<file path="config.mk">
export PLATFORM = sky130hd
export DESIGN_NAME = subtraction_fp_seq
export DESIGN_NICKNAME = d
export VERILOG_FILES = /design/src/rtl/subtraction_fp_seq.sv
export SDC_FILE = /design/constraint.sdc
export NUM_CORES = 1
export LEC_CHECK = 0
export ABC_AREA = 1
export CORE_ASPECT_RATIO = 0.6
export CORE_MARGIN = 3
export CORE_UTILIZATION = 35
export DETAILED_ROUTE_END_ITERATION = 6
export PLACE_DENSITY = 0.48
export RECOVER_POWER = 25
export SKIP_CTS_REPAIR_TIMING = 1
export SYNTH_ARGS = -nofsm -noshare
export SYNTH_HDL_FRONTEND = slang
export SYNTH_SLANG_ARGS = --single-unit
</file>
<file path="constraint.sdc">
create_clock -name clk -period 24.2 [get_ports clk]
set_input_delay 6.05 -clock clk [delete_from_list [all_inputs] [get_ports clk]]
set_output_delay 6.05 -clock clk [all_outputs]
set_load 0.05 [all_outputs]
</file>
<file path="src/rtl/subtraction_fp_seq.sv">
// FP32 a-b (truncating), valid/ready both sides; latency 3+ceil(k/NORM_STEP) cycles, k = lead zeros after ADDSUB.
// One op in flight, inputs ignored until result is taken; SUB_FP_ADD_MODE_EN adds an `op` port selecting a+b.
module subtraction_fp_seq #(
    parameter int NORM_STEP = 1
) (
    input  logic        clk,
    input  logic        rst,
    input  logic [31:0] a,
    input  logic [31:0] b,
    input  logic        in_valid,
`ifdef SUB_FP_ADD_MODE_EN
    input  logic        op,
`endif
    output logic        in_ready,
    output logic [31:0] o,
    output logic        out_valid,
    input  logic        out_ready
);

    typedef enum logic [2:0] {
        S_IDLE,
        S_ALIGN,
        S_ADDSUB,
        S_NORM,
        S_DONE
    } state_t;

    localparam logic [4:0] STEP = 5'(NORM_STEP);

    state_t      state_q, state_d;
    logic [31:0] a_q, a_d;
    logic [31:0] b_q, b_d;
    logic [31:0] o_q, o_d;
    logic [23:0] ma_q, ma_d;
    logic [23:0] mb_q, mb_d;
    logic [23:0] tm_q, tm_d;
    logic [8:0]  te_q, te_d;
    logic        ts_q, ts_d;

    logic        addsub_done;
    logic        norm_done;
    logic        b_sign_in;
    logic [7:0]  ea, eb, ediff;
    logic [23:0] ma_full, mb_full;
    logic [24:0] sum;
    logic [23:0] mdiff;
    logic [23:0] tm_sh;
    logic [4:0]  lz, sh;

    function automatic logic [4:0] lzc24(input logic [23:0] v);
        logic [4:0] n;
        logic       hit;
        n   = 5'd0;
        hit = 1'b0;
        for (int i = 23; i >= 0; i--) begin
            if (!hit && !v[i]) begin
                n = n + 5'd1;
            end else begin
                hit = 1'b1;
            end
        end
        return n;
    endfunction

    // b is stored with its effective sign so the datapath only ever adds.
`ifdef SUB_FP_ADD_MODE_EN
    assign b_sign_in = op ? b[31] : ~b[31];
`else
    assign b_sign_in = ~b[31];
`endif

    always_ff @(posedge clk) begin
        if (rst) begin
            state_q <= S_IDLE;
        end else begin
            state_q <= state_d;
        end
    end

    always_ff @(posedge clk) begin
        if (rst) begin
            a_q  <= '0;
            b_q  <= '0;
            o_q  <= '0;
            ma_q <= '0;
            mb_q <= '0;
            tm_q <= '0;
            te_q <= '0;
            ts_q <= 1'b0;
        end else begin
            a_q  <= a_d;
            b_q  <= b_d;
            o_q  <= o_d;
            ma_q <= ma_d;
            mb_q <= mb_d;
            tm_q <= tm_d;
            te_q <= te_d;
            ts_q <= ts_d;
        end
    end

    always_comb begin
        state_d = state_q;
        case (state_q)
            S_IDLE:   if (in_valid) state_d = S_ALIGN;
            S_ALIGN:  state_d = S_ADDSUB;
            S_ADDSUB: state_d = addsub_done ? S_DONE : S_NORM;
            S_NORM:   if (norm_done) state_d = S_DONE;
            S_DONE:   if (out_ready) state_d = S_IDLE;
            default:  state_d = S_IDLE;
        endcase
    end

    always_comb begin
        a_d         = a_q;
        b_d         = b_q;
        o_d         = o_q;
        ma_d        = ma_q;
        mb_d        = mb_q;
        tm_d        = tm_q;
        te_d        = te_q;
        ts_d        = ts_q;
        addsub_done = 1'b0;
        norm_done   = 1'b0;

        ea      = a_q[30:23];
        eb      = b_q[30:23];
        ma_full = (ea == 8'd0) ? 24'd0 : {1'b1, a_q[22:0]};
        mb_full = (eb == 8'd0) ? 24'd0 : {1'b1, b_q[22:0]};
        ediff   = (ea >= eb) ? (ea - eb) : (eb - ea);
        sum     = {1'b0, ma_q} + {1'b0, mb_q};
        mdiff   = (ma_q >= mb_q) ? (ma_q - mb_q) : (mb_q - ma_q);
        lz      = lzc24(tm_q);
        sh      = (lz < STEP) ? lz : STEP;
        tm_sh   = tm_q << sh;

        case (state_q)
            S_IDLE: begin
                if (in_valid) begin
                    a_d = a;
                    b_d = {b_sign_in, b[30:0]};
                end
            end
            S_ALIGN: begin
                if (ea >= eb) begin
                    te_d = {1'b0, ea};
                    ma_d = ma_full;
                    mb_d = (ediff >= 8'd24) ? 24'd0 : (mb_full >> ediff);
                end else begin
                    te_d = {1'b0, eb};
                    mb_d = mb_full;
                    ma_d = (ediff >= 8'd24) ? 24'd0 : (ma_full >> ediff);
                end
            end
            S_ADDSUB: begin
                if (a_q[31] == b_q[31]) begin
                    if (sum[24] && te_q == 9'd254) begin
                        ts_d        = a_q[31];
                        te_d        = 9'd255;
                        tm_d        = 24'd0;
                        addsub_done = 1'b1;
                    end else if (sum[24]) begin
                        ts_d        = a_q[31];
                        te_d        = te_q + 9'd1;
                        tm_d        = sum[24:1];
                        addsub_done = 1'b1;
                    end else if (sum[23:0] == 24'd0) begin
                        ts_d        = 1'b0;
                        te_d        = 9'd0;
                        tm_d        = 24'd0;
                        addsub_done = 1'b1;
                    end else begin
                        ts_d        = a_q[31];
                        tm_d        = sum[23:0];
                        addsub_done = sum[23];
                    end
                end else if (mdiff == 24'd0) begin
                    ts_d        = 1'b0;
                    te_d        = 9'd0;
                    tm_d        = 24'd0;
                    addsub_done = 1'b1;
                end else begin
                    ts_d        = (ma_q >= mb_q) ? a_q[31] : b_q[31];
                    tm_d        = mdiff;
                    addsub_done = mdiff[23];
                end
                if (addsub_done) begin
                    o_d = {ts_d, te_d[7:0], tm_d[22:0]};
                end
            end
            S_NORM: begin
                // Exponent would hit zero or below: flush to +0 rather than emit a denormal.
                if (te_q <= {4'd0, sh}) begin
                    ts_d      = 1'b0;
                    te_d      = 9'd0;
                    tm_d      = 24'd0;
                    norm_done = 1'b1;
                end else begin
                    tm_d      = tm_sh;
                    te_d      = te_q - {4'd0, sh};
                    norm_done = tm_sh[23];
                end
                if (norm_done) begin
                    o_d = {ts_d, te_d[7:0], tm_d[22:0]};
                end
            end
            default: begin
            end
        endcase
    end

    always_comb begin
        in_ready  = (state_q == S_IDLE);
        out_valid = (state_q == S_DONE);
        o         = o_q;
    end

endmodule
</file>
* Yosys cells after proc, flatten, opt, wreduce, memory -nomap -nowiden
Index checks and enable logic that the tools add are counted.
** Cells by class
- Equality and inequality tests :: 13
- Bitwise logic cells :: 1
- Mux-type cells :: 97
- Shift operators :: 3
- Reductions and logical operators :: 81
- Add/subtract/negate cells :: 30
- Order comparisons :: 5
** Operators by type and width (count)
- $mux W24 :: 13
- $mux W5 :: 24
- $add A5 B1 Y5 const B :: 23
- $mux W32 :: 2
- $pmux W32 S2 :: 1
- $mux W9 :: 6
- $logic_not A24 Y1 :: 2
- $pmux W24 S2 :: 1
- $shr A24 B8 Y24 :: 2
- $sub A24 B24 Y24 :: 2
- $logic_not A1 Y1 :: 46
- $mux W1 :: 41
- $pmux W9 S3 :: 1
- $add A24 B24 Y25 :: 1
- $ge A24 B24 Y1 :: 1
- $logic_and A1 B1 Y1 :: 24
- $shl A24 B5 Y24 :: 1
- $logic_not A8 Y1 :: 2
- $mux W8 :: 2
- $sub A8 B8 Y8 :: 2
- $pmux W3 S5 :: 1
- $mux W3 :: 4
- $add A9 B1 Y9 const B :: 1
- $eq A9 B8 Y1 const B :: 1
- other kinds (20) :: 26
** Storage, ports and cells
- Input port bits :: 68
- Bits in registers :: 181
- Word-level logic and storage cells :: 240
- Output and inout bits :: 34

* Longest topological paths before layout
- Word-level depth :: 77
- Depth in mapped cells :: 73
- Mapped depth without buffers :: 71

* Worst setup path after synthesis
Ideal clock, no wire load.
- Kind :: flip-flop to flip-flop
- Start point :: register tm_q[22]
- End point :: register o_q[11] (netlist: o[11])
- Required time :: 24.091 ns
- Path slack :: 15.032 ns
- Stages on the path, launching flop included :: 71
- Clock period less this slack :: 9.168 ns
- Buffers on the path :: 3
- Setup time :: 0.109 ns
- Data arrival time :: 9.059 ns
- Path through :: dfxtp_1 > inv_1 > a21oi_1 > ha_1 > nand2_1 > o21ai_0 > ha_1 > nor2_1 > a31oi_1 > o21ai_0 > inv_1 > ha_1 > nand2_1 > nand2_1 > nand2_1 > nand2_1 > nand2_1 > ha_1 > [... 35 more ...] > ha_1 > nor2_1 > a211oi_1 > nor2_1 > o21ai_0 > nand2_1 > nor3_1 > nand3_1 > nand3_1 > nor2_1 > inv_1 > nand4_1 > inv_1 > buf_4 > buf_2 > nand3_1 > nand2_1 > inv_1
** On the way
- Cells in the longest elaborated chain, start to end :: 76
- Elaborated cells on any way between the ends :: 124
- Those cells by class :: add/sub: 22; order compare: 2; eq/ne: 1; shift: 1; mux: 51; reduce/logical: 47
** Ends and longest elaborated chain
- start, declared :: line 36 : logic [23:0] tm_q, tm_d;
- start signal, assigned :: line 96 : tm_q <= tm_d;
- parallel branches: the longest is 76 deep, another holds $add A5 B1 Y5
- end signal, assigned :: line 84 : o_q <= '0;
- end signal, assigned :: line 93 : o_q <= o_d;
- end, declared :: line 33 : logic [31:0] o_q, o_d;
Several ways; the timed one is not identified. The select of a mux whose other input is x is not followed.
A chain may end at the register's enable or synchronous reset.

* Worst setup path after layout
- Start point :: register tm_q[22]
- End point :: register o_q[24] (netlist: o[24])
Same word-level chain as after synthesis.

==> out/results.txt <==
die width: 290 um
FP Rows: 61
mapped cell area: 17,000 sq um
Worst-Margin Slew: 3.29 ns
IO Pins: 102
crit path kind: reg2reg
Via density: 5.50
Worst Path Required: 24.59 ns
area grow syn2layout: 11.6%
Non-Filler Instances: 3,364
number of antenna diodes: 0
RSZ-0062 raised after global routing: no
CTS tree: yes
met1 usage: 44.0%
worst rel slew slack: -119%
Mean Syn Cell Area: 6.24 sq um
Final Hold Violating Endpoints: 0
Starting DRT DRC Count: 1,994
most frequent cell on the critical path: nand2_1
met3 Resource Use GR: 7.95%
period utilization: 49.3%
clk_skew: 0.0207 ns
worst hold path type: reg2reg
Routed WL: 69,100 um
hold path cells: 2
GPL Wtd Cong: 0.960
Clock Latency Late Sink: 0.47 ns
Longest Clk Path Bufs: 2
Synth warnings: 0
Worst R2R Path Depth: 66
synthesized flop and latch total: 181
nets: 2,909
GR peak layer: met1
Synth Instances: 2,719
placed insts: 3,332
Hold WS: 0.481 ns
largest net degree at the start of global routing: 113
post-synthesis async set-or-reset flop share: 0%
post-layout min period: 11.94 ns
fmax: 0.0838 GHz
Synth cell types: 62
first-pass GRT wire length: 105,000 um
Die H: 177 um
sequential area share after synthesis: 21.4%
antenna violations before repair: 0
clk sink count: 181
Vias: 18.5k
Max H-tree Level: 4
setup TNS: 0 ns
CP endpoint kind: register
drt first pass iters: 7
WL/cell: 20.6 um
Post-synth EDFFs: 0
CP max stage delay: 0.93 ns
critical path arrival: 12.32 ns
outcome: finished with violations
slowest CP cell: inv_2
core area: 47,100 sq um
Top FF cell, synth: dfxtp_1
failing checks: max-capacitance violations, max-slew violations
clock transition at the register clock pins on the worst setup and hold paths after CTS: 0.09 ns
dpl hpwl: 56,300 um
ANT nets after route: 0
DR DRC count: 0
Max Cap Viol: 3
DIE AREA: 51,300 sq um
vias in the first global route: 17.1k
PortBufs: 101
GRT Overall Usage: 26.6%
Final setup viols: 0
number of buffers created by CTS: 17
total gr overflow: 0
share of cells above drive strength 1: 4.06%
Max Slew Vio Count: 185
Initial Util: 36.0%
met2 Use GR: 33.0%
Critical Path Fanout Max: 58
Root Driver: clkbuf_16
startpoint types: register
[metrics by stage]
step	util (%)	cell area (sq um)	worst slack (ns)
3_3_place_gp	39.0	18400	13.11
6_report	40.2	18900	12.26
4_1_cts	40.2	18900	12.54
2_1_floorplan	-	17000	15.03
5_1_grt	40.2	18900	10.97
3_5_place_dp	39.0	18400	12.58
[path summary, 6_finish.rpt]
| path | start | endpoint | slack (ns) |
|---|---|---|---|
| hold / removal | o[25] | o[25] | 0.48 |
| hold reg to reg | o[25] | o[25] | 0.48 |
| setup / recovery | tm_q[22] | o[24] | 12.26 |
| setup reg to reg | tm_q[22] | o[24] | 12.26 |
[critical path, delay by kind of cell, from the launching register on]
family                     cells  cell delay (ns)
and+or+nand+nor               33             3.54
adders and majority gates     12             3.36
AOI/OAI and AO/OA             15             3.22
buffers and inverters          6             1.34
DFF                            1             0.34
[logic make-up after synthesis]
kind of cell	count (synthesis)	synth area share, %
simple gates	1080	27.8
buf+inv	533	12.4
flops	181	21.4
xor+xnor	75	3.87
compound gates	707	24.1
other cells	1	0.0221
fa+ha+maj	120	9.11
mux	22	1.30
[routing by layer]
layer	vias to the layer above	wire length [um]
met5	-	0
met4	0	350
met3	26	6850
met2	693	24100
met1	8722	37900
li1	9048	-
[flip-flops by register name, summed over array words and instances (netlist names)]
signal   count
o           32
te_q         9
a_q         32
tm_q        24
state_q      3
b_q         32
ts_q         1
ma_q        24
mb_q        24
[cell usage in the layout, fill, tap and decap left out, types with 21 or more instances in the layout]
cell type        count
o211ai_1            59
nand4_1             22
xor2_1              64
nor2_1             225
dfxtp_1            181
a221oi_1            52
inv_1              363
buf_4               21
nand2_1            550
nand3_1            199
ha_1               114
mux2i_1             22
clkdlybuf4s50_1     96
a21oi_1            260
o21ai_0            256
nor3_1              27
[cell usage after synthesis (6+ instances only)]
cell type,n,area (sq um)
nand3_2,6,60.1
buf_4,9,67.6
nor3_1,27,135
mux2i_1,22,220
a221oi_1,52,455
clkbuf_1,111,417
o21ai_0,256,1280
dfxtp_1,181,3620
inv_1,365,1370
clkinv_1,7,26.3
nand4_1,22,138
nor4_1,10,62.6
inv_2,11,41.3
o221ai_1,17,149
nor2_8,8,160
nor2_4,8,90.1
nand3_1,199,996
nor2_1,226,848
o211ai_1,59,443
buf_2,6,30.0
a31oi_1,10,62.6
o22ai_1,8,50.1
or2_2,6,37.5
o21a_1,6,45.0
nand2_1,551,2070
xor2_1,66,578
ha_1,114,1430
xnor2_1,9,78.8
a21oi_1,260,1300
fa_1,6,120
a22oi_1,9,67.6
buf_1,10,37.5
[cell type report]
cell class | count | area, sq um
tap | 630 | 788
inverter | 388 | 1470
multi-input combinational | 2009 | 11300
fill | 5204 | 28200
clock inverter | 14 | 155
sequential | 181 | 3620
timing repair buffer | 124 | 1170
clock buffer | 18 | 429
Power is left out: the tool's default activity adds up to more than one toggle a clock period on the data nets, which glitch-free logic cannot reach.
